### src/rtl/bus_arbiter.sv
// Four-requester round-robin bus arbiter with registered one-hot grant and source select.
// Optional forced release after HOLD_MAX grant cycles when BUS_ARB_TIMEOUT_EN is defined.
module bus_arbiter #(
  parameter int NREQ     = 4,
  parameter int SEL_W    = 5,
  parameter int HOLD_MAX = 16
) (
  input  logic                       clk,
  input  logic                       rst_n,
  input  logic [NREQ-1:0]            req,
  input  logic [NREQ*SEL_W-1:0]      req_sel,
  input  logic [NREQ-1:0]            done,
  output logic [NREQ-1:0]            gnt,
  output logic [SEL_W-1:0]           read_en,
  output logic [$clog2(NREQ)-1:0]    owner,
  output logic                       busy,
  output logic                       sel_err,
  output logic                       timeout
);

  localparam int OWN_W = $clog2(NREQ);

  typedef enum logic [1:0] {IDLE, GRANT, TURN} state_t;

  state_t             state, state_nxt;
  logic [NREQ-1:0]    gnt_nxt;
  logic [SEL_W-1:0]   read_en_nxt;
  logic [OWN_W-1:0]   owner_nxt;
  logic               busy_nxt;
  logic               sel_err_nxt;
  logic [OWN_W-1:0]   last_owner, last_owner_nxt;
  logic [OWN_W-1:0]   winner;
  logic [SEL_W-1:0]   win_sel;
  logic               hold_hit;
  logic [SEL_W-1:0]   sel_arr [NREQ];

  // Search order starts one past the previous owner; the previous owner itself is last.
  function automatic logic [OWN_W-1:0] rr_pick(input logic [NREQ-1:0] r,
                                               input logic [OWN_W-1:0] last);
    logic [OWN_W-1:0] idx;
    rr_pick = last;
    for (int k = NREQ; k >= 1; k--) begin
      idx = OWN_W'((int'(last) + k) % NREQ);
      if (r[idx]) rr_pick = idx;
    end
  endfunction

  function automatic logic sel_legal(input logic [SEL_W-1:0] s);
    sel_legal = (s >= SEL_W'(1)) && (s <= SEL_W'(17));
  endfunction

  always_comb begin
    for (int i = 0; i < NREQ; i++) sel_arr[i] = req_sel[i*SEL_W +: SEL_W];
  end

  assign winner  = rr_pick(req, last_owner);
  assign win_sel = sel_arr[winner];

`ifdef BUS_ARB_TIMEOUT_EN
  localparam int CNT_W = $clog2(HOLD_MAX + 1);
  logic [CNT_W-1:0] hold_cnt;

  // Counter sits at zero outside GRANT, so every grant starts counting from a clean value.
  always_ff @(posedge clk or negedge rst_n) begin
    if (!rst_n)               hold_cnt <= '0;
    else if (state == GRANT)  hold_cnt <= hold_cnt + CNT_W'(1);
    else                      hold_cnt <= '0;
  end

  assign hold_hit = (state == GRANT) && (hold_cnt == CNT_W'(HOLD_MAX - 1));

  always_ff @(posedge clk or negedge rst_n) begin
    if (!rst_n) timeout <= 1'b0;
    else        timeout <= hold_hit;
  end
`else
  assign hold_hit = 1'b0;
  assign timeout  = 1'b0;
`endif

  always_comb begin
    state_nxt      = state;
    gnt_nxt        = gnt;
    read_en_nxt    = read_en;
    owner_nxt      = owner;
    busy_nxt       = busy;
    sel_err_nxt    = 1'b0;
    last_owner_nxt = last_owner;
    case (state)
      IDLE: begin
        gnt_nxt     = '0;
        read_en_nxt = '0;
        busy_nxt    = 1'b0;
        if (|req) begin
          state_nxt   = GRANT;
          gnt_nxt     = NREQ'(1) << winner;
          owner_nxt   = winner;
          busy_nxt    = 1'b1;
          read_en_nxt = sel_legal(win_sel) ? win_sel : '0;
          sel_err_nxt = !sel_legal(win_sel);
        end
      end
      GRANT: begin
        // Only the owner's done/req matter; read_en is left untouched until release.
        if (done[owner] || !req[owner] || hold_hit) begin
          state_nxt      = TURN;
          gnt_nxt        = '0;
          read_en_nxt    = '0;
          busy_nxt       = 1'b0;
          last_owner_nxt = owner;
        end
      end
      TURN: begin
        state_nxt   = IDLE;
        gnt_nxt     = '0;
        read_en_nxt = '0;
        busy_nxt    = 1'b0;
      end
      default: begin
        state_nxt   = IDLE;
        gnt_nxt     = '0;
        read_en_nxt = '0;
        busy_nxt    = 1'b0;
      end
    endcase
  end

  always_ff @(posedge clk or negedge rst_n) begin
    if (!rst_n) begin
      state      <= IDLE;
      gnt        <= '0;
      read_en    <= '0;
      owner      <= '0;
      busy       <= 1'b0;
      sel_err    <= 1'b0;
      last_owner <= OWN_W'(NREQ - 1);
    end else begin
      state      <= state_nxt;
      gnt        <= gnt_nxt;
      read_en    <= read_en_nxt;
      owner      <= owner_nxt;
      busy       <= busy_nxt;
      sel_err    <= sel_err_nxt;
      last_owner <= last_owner_nxt;
    end
  end

endmodule

### config.mk
export PLATFORM = sky130hd
export DESIGN_NAME = bus_arbiter
export DESIGN_NICKNAME = d
export VERILOG_FILES = /design/src/rtl/bus_arbiter.sv
export SDC_FILE = /design/constraint.sdc
export NUM_CORES = 1
export LEC_CHECK = 0
export ABC_CLOCK_PERIOD_IN_PS = 4200
export CORE_MARGIN = 2
export CORE_UTILIZATION = 45
export DETAILED_ROUTE_END_ITERATION = 12
export GPL_TIMING_DRIVEN = 0
export HOLD_SLACK_MARGIN = 0.08
export PLACE_DENSITY = 0.92
export SYNTH_ARGS = -nofsm -noshare
export SYNTH_HDL_FRONTEND = slang
export SYNTH_SLANG_ARGS = --single-unit
### constraint.sdc
create_clock -name clk -period 4.2 [get_ports clk]
set_input_delay 0.84 -clock clk [delete_from_list [all_inputs] [get_ports clk]]
set_output_delay 0.84 -clock clk [all_outputs]
set_load 0.01 [all_outputs]
==> reports/results.ini, run 1 <==
[timing]
finalSetupViolCount = 0
post-route-min-period_ns = 2.691
timing.fmax_mhz = 371.6
period_share = 0.6407
hold_violations = 0
worst_pin_slew_ns = 0.7103
rsz0062_at_grt = no
fin_skew_ns = 0.007010
slew_headroom = 0.5250
setup_tns_ns = 0
slew_violations = 0

[synth]
syn-num-nets = 140
synth_flop_cell = dfrtp_1
yosys-top-cells-count = nand2_1 (18), dfrtp_1 (15), nand3_1 (9), o21ai_0 (9), mux2i_1 (7)
synth_warnings = 0
yosysMostFrequentCell = nand2_1
synth_area_leader_cell = dfrtp_1
synth_edf_count = 0
synth_area_leaders = dfrtp_1 (36%), mux2i_1 (6.8%), nand2_1 (6.5%)
ys_ff_latch = 17
async_flop_share = 1.000
netlist_instances = 110
avgSynthCellArea_um2 = 9.395
synth_top_area_frac = 0.3632
netlist_area_um2 = 1033
ys_seq_area_frac = 0.4140
yosysUniqueCellTypes = 42

[route]
drt_iter0_markers = 14
drc = 0
dr.pass1.iters = 4
wirelength_mm = 2.523
vias = 1029
ant_nets = 0
wl_per_cell_um = 13.71
vias_per_cell = 5.592

[global_routing]
grtUsageMet1 = 0.2527
grt_use_met3 = 0.02586
grt.busiest_layer = met2
grtUsageMet2 = 0.3713
first_global_vias = 940
gr-total-overflow = 0
grtUsageTotal = 0.2100
grt_max_degree = 18
antenna_found_initial = 0
grt_pass1_wl_mm = 4.160

[worst_setup_path]
slowest_delay_ns = 0.58
crit_required_ns = 4.40
criticalPathCategory = input port to flop
cp_slowest_cell = clkdlybuf4s50_1
critPathMaxFanout = 8
crit_chain = clkdlybuf4s50_1 -> nor2b_1 -> o32ai_1 -> nor2_2 -> nand3_1 -> a22oi_2 -> a211oi_2 -> a31o_1
worst_ep_arrival_time_ns = 2.89
critical_path.endpoint_type = flop
critPathLaunchType = input port

[cells_and_area]
antennaDiodeCount = 0
area_growth_pct = 46.73
fin_nets = 187
regArea_um2 = 427.9
num-fill-cells = 177
multi_input_area_um2 = 578.1
final_layout_size_suffix_gt1_frac = 0.1346

[floorplanning]
die_w_um = 51.93
fp.coreArea_um2 = 2191
start_util = 0.4717
die_y_um = 51.93
io_pins = 44
dieArea_um2 = 2696
rows = 17

[cts]
clockRootBuffer = clkbuf_4
clk_pin_slew_ns = 0.10
cts_hold_buf = 0
cts_buffer_depth = 2
cts_setup_buffers = 0
cts_buffers = 3
cts_tree = built
clkLatencyLatePin_ns = 0.30
cts_resized = 0
cts_num_sinks = 17
htreeDepth = 1

[placed_design]
place_congestion = 0.8125
dp_hpwl_mm = 2.050
place.port_buffers = 42

[flow_run]
maxCapViolations = 0

[pwr]
comb_power_share = 0.591
power_switching_uw = 410.7
p_per_area_nw_per_um2 = 647.1
sequentialPowerShare = 0.318
leakage_uw = 0.0006401
p_sw_frac = 0.4186
ir_worst_vdd_mv = 0.3576
power.total_uw = 981.2
p_int_uw = 570.5
pwr-share-clk = 0.090

[hold_path]
hold_class = flop to flop

[run_status]
status = finished clean

[critical path, delay by kind of cell]
family | cells | cell delay [ns]
simple gates | 3 | 0.74
buf+inv | 1 | 0.58
compound gates | 4 | 0.73
[cells in the final DEF (no fill, tap or decap), drive strengths merged, types with 2 or more instances in the layout]
cell	count
nor2b	2
a32o	2
a21oi	4
clkdlybuf4s50	42
dfrtp	15
nand3	10
o21ai	9
mux2i	7
nand2	19
inv	3
clkbuf	4
mux2	4
nor3b	2
or2	2
nand4	2
nor3	2
nand2b	3
nor2	2
dfstp	2
buf	2
[layout make-up]
cell class                      count  area share
Sequential cell                    17      0.2822
Tap cell                           28     0.02310
Multi-Input combinational cell     87      0.3812
Clock buffer                        3     0.01485
Inverter                            3    0.007426
Timing Repair Buffer               42      0.2772
Clock inverter                      1    0.003300
Buffer                              3     0.01073
[routing by layer]
metal,part of all wire,vias up
met5,0,-
met4,0.013,0
met3,0.042,4
met2,0.53,35
met1,0.41,491
li1,-,499
[kinds of logic (layout without fill, tap and decap cells)]
family          Yosys count  count (layout)  share of synthesized area
simple gates             48              48                     0.2530
compound gates           27              27                     0.1877
flops                    17              17                     0.4140
mux                      11              11                     0.1150
buf+inv                   6              52                    0.02663
other cells               1               1                   0.003628
[registers in the layout, summed over array words and instances (netlist names)]
signal      cells
busy            1
gnt             4
last_owner      2
owner           2
read_en         5
sel_err         1
state           2
[power groups by stage]
stage / combinational [uW] / sequential (uW) / clock [uW]
floorplan: 345 / 327 / 0
global placement: 559 / 307 / 0
detailed placement: 581 / 316 / 0
CTS: 582 / 312 / 89.8
global route: 637 / 323 / 97.1
finish: 580 / 312 / 88.8
[final timing paths]
| path | from | end | slack [ns] | cells after the start |
|---|---|---|---|---|
| worst max-delay path | req[1] | sel_err | 1.51 | 8 |
| worst min-delay path | gnt[2] | gnt[2] | 0.49 | 2 |
| worst max register to register | last_owner[0] | sel_err | 2.08 | 8 |
| worst min register to register | gnt[2] | gnt[2] | 0.49 | 2 |
| max in group asynchronous | rst_n | gnt[0] | 2.79 | 1 |
| min in group asynchronous | rst_n | owner[1] | 0.96 | 1 |
[through the flow]
stage / utilization / area [um2] / setup WS, ns / hold WS, ns / cells
after CTS: 0.6922 / 1516 / 1.537 / 0.4909 / 184
final: 0.6922 / 1516 / 1.509 / 0.4852 / 184
after detailed placement: 0.6796 / 1489 / 1.209 / 0.4681 / 180
after global routing: 0.6922 / 1516 / 1.323 / 0.5163 / 184
after global placement: 0.6796 / 1489 / 1.256 / 0.4560 / 180
after floorplan: - / 1033 / 1.982 / 0.4949 / 110
(Power assumes the default switching activity.)
==> run 2: changes to the inputs <==
Settings changed: ABC_CLOCK_PERIOD_IN_PS 4200 to 2300, CORE_UTILIZATION 45 to 38, PLACE_DENSITY 0.92 to 0.84.
Clock period 4.2 ns to 2.3 ns, I/O delays scaled along.
==> run 2 against run 1 <==
Via count decreased by 1.2%; routed wire length grew 9.0%; clock-buffer cell count up 1; flip-flop and latch count did not move; hold slack worse by 0.0043 ns; setup slack got worse by 1.4 ns; critical path depth is 1 higher; combinational power rose by 91%.
==> reports/results.ini, run 2 (synthesis gave the netlist of run 1 again) <==
[floorplanning]
start_util = 0.4097  ; was 0.4717
rows = 18  ; was 17
dieArea_um2 = 3153  ; was 2696 um2
die_w_um = 56.15  ; was 51.93 um
fp.coreArea_um2 = 2522  ; was 2191 um2
die_y_um = 56.15  ; was 51.93 um
io_pins = 44  ; unchanged

[timing]
setup_slack_ns = 0.1355  ; was 1.509 ns
worst_pin_slew_ns = 0.7399  ; was 0.7103 ns
slew_headroom = 0.5052  ; was 0.5250
timing.fmax_mhz = 462.0
slew_violations = 0  ; unchanged
fin_skew_ns = 0.0006648  ; was 0.007010 ns
period_share = 0.9411
post-route-min-period_ns = 2.164
hold_violations = 0  ; unchanged
finalSetupViolCount = 0  ; unchanged

[cts]
cts_tree = built  ; unchanged
clockRootBuffer = clkbuf_4  ; unchanged
clkLatencyLatePin_ns = 0.29  ; was 0.30 ns
cts_hold_buf = 0  ; unchanged
clk_pin_slew_ns = 0.10  ; about the same
htreeDepth = 1  ; unchanged
cts_buffer_depth = 2  ; unchanged
cts_num_sinks = 17  ; unchanged
cts_buffers = 3  ; unchanged

[route]
vias_per_cell = 5.439  ; was 5.592
drt_iter0_markers = 29  ; was 14
drc = 0  ; unchanged
wl_per_cell_um = 14.71  ; was 13.71 um
dr.pass1.iters = 4  ; unchanged
ant_nets = 0  ; unchanged
vias = 1017  ; was 1029
wirelength_mm = 2.750  ; was 2.523 mm

[pwr]
leakage_uw = 0.0006699  ; was 0.0006401 uW
ir_worst_vdd_mv = 0.8522  ; was 0.3576 mV
power.total_uw = 1859  ; was 981.2 uW
p_per_area_nw_per_um2 = 1192  ; was 647.1 nW/um2

[placed_design]
place.port_buffers = 42  ; unchanged
dp_hpwl_mm = 2.151  ; was 2.050 mm
place_congestion = 0.7716  ; was 0.8125
place_ws_ns = -0.3049  ; was 1.209 ns

[worst_setup_path]
worst_ep_arrival_time_ns = 2.36  ; was 2.89 ns
reg2reg_from = last_owner[1]  ; was last_owner[0]
critPathLaunchType = input port  ; unchanged
critPathMaxFanout = 6  ; was 8
crit_required_ns = 2.49  ; was 4.40 ns
critical_path.endpoint_type = flop  ; unchanged
criticalPathCategory = input port to flop  ; unchanged
crit_path_start = req[0]  ; was req[1]

[hold_path]
hold_class = flop to flop  ; unchanged
hold_start = read_en[4]  ; was gnt[2]

[cells_and_area]
area_growth_pct = 50.97  ; was 46.73%
final_layout_size_suffix_gt1_frac = 0.1529  ; was 0.1346
antennaDiodeCount = 0  ; unchanged
fin_nets = 188  ; was 187
largest_register_ffs = 5  ; unchanged
layout_common_cells = clkdlybuf4s50_1 (40), nand2_1 (18), dfrtp_1 (15), o21ai_0 (9), nand3_1 (9)  ; was clkdlybuf4s50_1 (42), nand2_1 (18), dfrtp_1 (15), o21ai_0 (9), nand3_1 (9)
layout_commonest_cell = clkdlybuf4s50_1  ; unchanged
regMostFlops = read_en  ; unchanged
top_regs = read_en: 5 flops, gnt: 4 flops  ; unchanged

[flow_run]
maxCapViolations = 0  ; unchanged

[run_status]
status = finished clean  ; unchanged

[global_routing]
antenna_found_initial = 0  ; unchanged
grt_pass1_wl_mm = 4.319  ; was 4.160 mm
gr-total-overflow = 0  ; unchanged
first_global_vias = 990  ; was 940
grtUsageTotal = 0.1735  ; was 0.2100
grt_max_degree = 18  ; unchanged

==> run 2: cell types whose count changed in the layout (fill, tap and decap cells not counted), sizes merged <==
cell and delta:
dlymetal6s2s +2, clkbuf +1, clkinv -1, buf +1, clkdlybuf4s50 -2
==> run 2: timing repair <==
action,CTS,global route
gates resized for setup,0,8
setup endpoints to repair,0,3
setup buffers,0,1
==> run 2: final cells by class <==
| type | instances | area, um2 |
|---|---|---|
| flip-flops and latches | 17 | 427.9 |
| fillers | 238 | 962.2 |
| clock buffers | 4 | 26.28 |
| plain buffers | 3 | 17.52 |
| multi-input cells | 87 | 606.8 |
| well taps | 30 | 37.54 |
| repair buffers | 43 | 432.9 |
| inverters | 3 | 11.26 |
==> run 2: final timing paths <==
| check | depth (start not counted) | endpoint | slack (ns) |
|---|---|---|---|
| min in group asynchronous | 1 | state[1] | 0.60 |
| max | 9 | sel_err | 0.14 |
| min | 2 | read_en[4] | 0.48 |
| min reg2reg | 2 | read_en[4] | 0.48 |
| max in group asynchronous | 1 | read_en[4] | 1.24 |
| max reg2reg | 7 | sel_err | 0.16 |
==> run 2: metal layers <==
layer | global-route usage | wire [um] | share of wire
met5 | 0 | 0 | 0
met4 | 0.08163 | 32 | 0.012
met3 | 0.02326 | 121 | 0.044
met2 | 0.3076 | 1390 | 0.51
met1 | 0.2046 | 1206 | 0.44
==> run 2: worst max-delay path, cell delays in order <==
cell	delay, ns
clkdlybuf4s50_1	0.56
nand2b_1	0.18
o32ai_4	0.11
or2_0	0.23
buf_2	0.16
a21oi_1	0.12
a22o_1	0.26
a211oi_2	0.09
a31o_1	0.19
==> run 2: report_power, final <==
group | leakage, uW | internal, uW | total [uW] | switching (uW)
sequential | 0.000216 | 448 | 584 | 136
clock | 0.0000150 | 67.5 | 162 | 94.3
combinational | 0.000439 | 558 | 1110 | 555
==> run 2: per-stage QoR <==
stage | setup TNS [ns] | util | instances | hold WS [ns] | cell area (um2)
detailed placement | -1.872 | 0.5913 | 182 | 0.4645 | 1491
global placement | -1.250 | 0.5913 | 182 | 0.4512 | 1491
finish | 0 | 0.6186 | 187 | 0.4809 | 1560
floorplan | 0 | - | 110 | 0.1644 | 1033
global route | -0.004664 | 0.6186 | 187 | 0.5045 | 1560
CTS | 0 | 0.6017 | 186 | 0.4868 | 1518
==> variant: new RTL, config.mk and constraints of run 2 <==
The option `BUS_ARB_TIMEOUT_EN` is turned on by a define.
--- a/src/rtl/bus_arbiter.sv
+++ b/src/rtl/bus_arbiter.sv
@@ -1,5 +1,7 @@
 // Four-requester round-robin bus arbiter with registered one-hot grant and source select.
 // Optional forced release after HOLD_MAX grant cycles when BUS_ARB_TIMEOUT_EN is defined.
+`define BUS_ARB_TIMEOUT_EN
+
 module bus_arbiter #(
   parameter int NREQ     = 4,
   parameter int SEL_W    = 5,
Check against the original RTL: same outputs for any inputs over 4 cycles, from zero or initial values and one cycle with rst_n low; that may be too few to reach the edited logic, so the function may still have changed.
==> variant against run 2 <==
- final cell count is 17% higher
- largest cell class unchanged
- sequential cell count rose by 6
- count of clock-buffer cells in the layout stayed put
- worst setup slack got worse by 9.7 ps
- area after synthesis increased by 22%
- design area rose by 17%
- register-to-register slack better by 40 ps
- wire length rose by 13%
- power rose by 12%
- largest power group unchanged
==> variant: results (changes against run 2) <==
* Worst slack, placed at -293 ps (+11.9 ps)
* Via Count at 1,167 (+15%)
* Status: completed
* Layout area overhead at 44.5%
* Critical path's largest stage delay at 540 ps (-20 ps)
* Peak supply drop at 0.556 mV (-35%)
* Most frequent cells after synthesis: dfrtp_1 (21), nand2_1 (17), nand3_1 (9)
* Clock latency on the worst-skew pair at 310 ps (+20 ps)
* Starting DRT DRC Count at 58 (+100%)
* Pleak at 0.000782 uW (+17%)
* Setup crit start: req[2]
* Sequential share of the synthesized area at 0.458 (+0.0438)
* First-pass GRT wire length at 5.05 mm (+17%)
* Met2 WL at 1.77 mm (+27%)
* Hpwl dp at 2.47 mm (+15%)
* Largest registers: hold_cnt x5, read_en x5, gnt x4
* Pin count of the biggest net entering global routing at 24 (+6)
* Worst-path clk slew at 120 ps (+20 ps)
* Routed length on met3 at 148 um (+22%)
* Nets at 207 (+10%)
* GPL Wtd Cong at 0.780 (+1.1%)
* GRT Util Overall at 0.179 (+0.00551)
* Number of port buffers at 43 (+2.4%)
* Arr. time, crit path at 2420 ps (+60 ps)
* Int Pwr at 1220 uW (+14%)
* Cell Area, Placed at 1750 um2 (+17%)
* Finished Layout Cells at 218 (+17%)
* Synth area leaders: dfrtp_1 (42%), nand2_1 (5.1%), mux2i_1 (4.8%)
* Share of layout cells above drive strength 1 at 0.121 (-0.0322)
* Family with the most delay on the worst path: buffers and inverters
* Hold_sp: hold_cnt[0]
* Top FF cell, synth: dfrtp_1
* Synth Net Count at 159 (+14%)
* Syn Inst Count at 127 (+15%)
* Met1 Wirelength at 1.16 mm (-3.7%)
==> variant: path summary, 6_finish.rpt <==
path                          endpoint  slack (ps)  depth (start not counted)
setup reg to reg               sel_err         200                          7
hold / removal             hold_cnt[0]         480                          1
hold reg to reg            hold_cnt[0]         480                          1
max in group asynchronous  hold_cnt[4]        1010                          1
setup / recovery               sel_err         130                          9
min in group asynchronous     owner[0]         690                          1
==> variant: power groups by stage <==
stage / Sequential (uW) / Combinational (uW) / Clock (uW)
after floorplan: 731 / 681 / 0
after global placement: 703 / 1100 / 0
after detailed placement: 717 / 1150 / 0
after CTS: 706 / 1150 / 190
after global routing: 741 / 1300 / 212
final: 717 / 1180 / 184
==> variant: worst register-to-register path, delay by kind of cell (launching register included) <==
| kind | cells | cell delay, ps |
|---|---|---|
| compound gates | 5 | 920 |
| flops | 1 | 650 |
| mux | 1 | 290 |
| simple gates | 1 | 190 |
==> variant: cells by family after synthesis <==
group / count (synthesis) / synth area share
compound gates: 30 / 0.176
xor+xnor: 2 / 0.0139
fa+ha+maj: 2 / 0.0198
buf+inv: 7 / 0.0218
flops: 23 / 0.458
mux: 11 / 0.0951
simple gates: 52 / 0.215
==> variant: cell type report <==
class | instances | share of cell area
Tap cell | 44 | 0.0302
Multi-Input combinational cell | 97 | 0.385
Clock buffer | 4 | 0.0144
Timing Repair Buffer | 43 | 0.239
Inverter | 6 | 0.0123
Sequential cell | 23 | 0.317
Buffer | 1 | 0.00274
==> variant: layer usage <==
metal	track usage	vias up
met5	0	-
met4	0.0395	0
met3	0.0483	2
met2	0.343	39
met1	0.194	572
li1	-	554
==> variant: stage by stage <==
stage               TNS [ps]  total power [uW]
floorplan                  0              1410
global placement        -893              1800
detailed placement     -1630              1860
CTS                        0              2050
global route               0              2250
finish                     0              2090
==> variant: timing repair <==
| action | in CTS | in global routing |
|---|---|---|
| resized for setup | 0 | 9 |
| setup buffers | 0 | 0 |
| setup endpoints to repair | 0 | 6 |
| endpoints found under the hold margin | 0 | 0 |
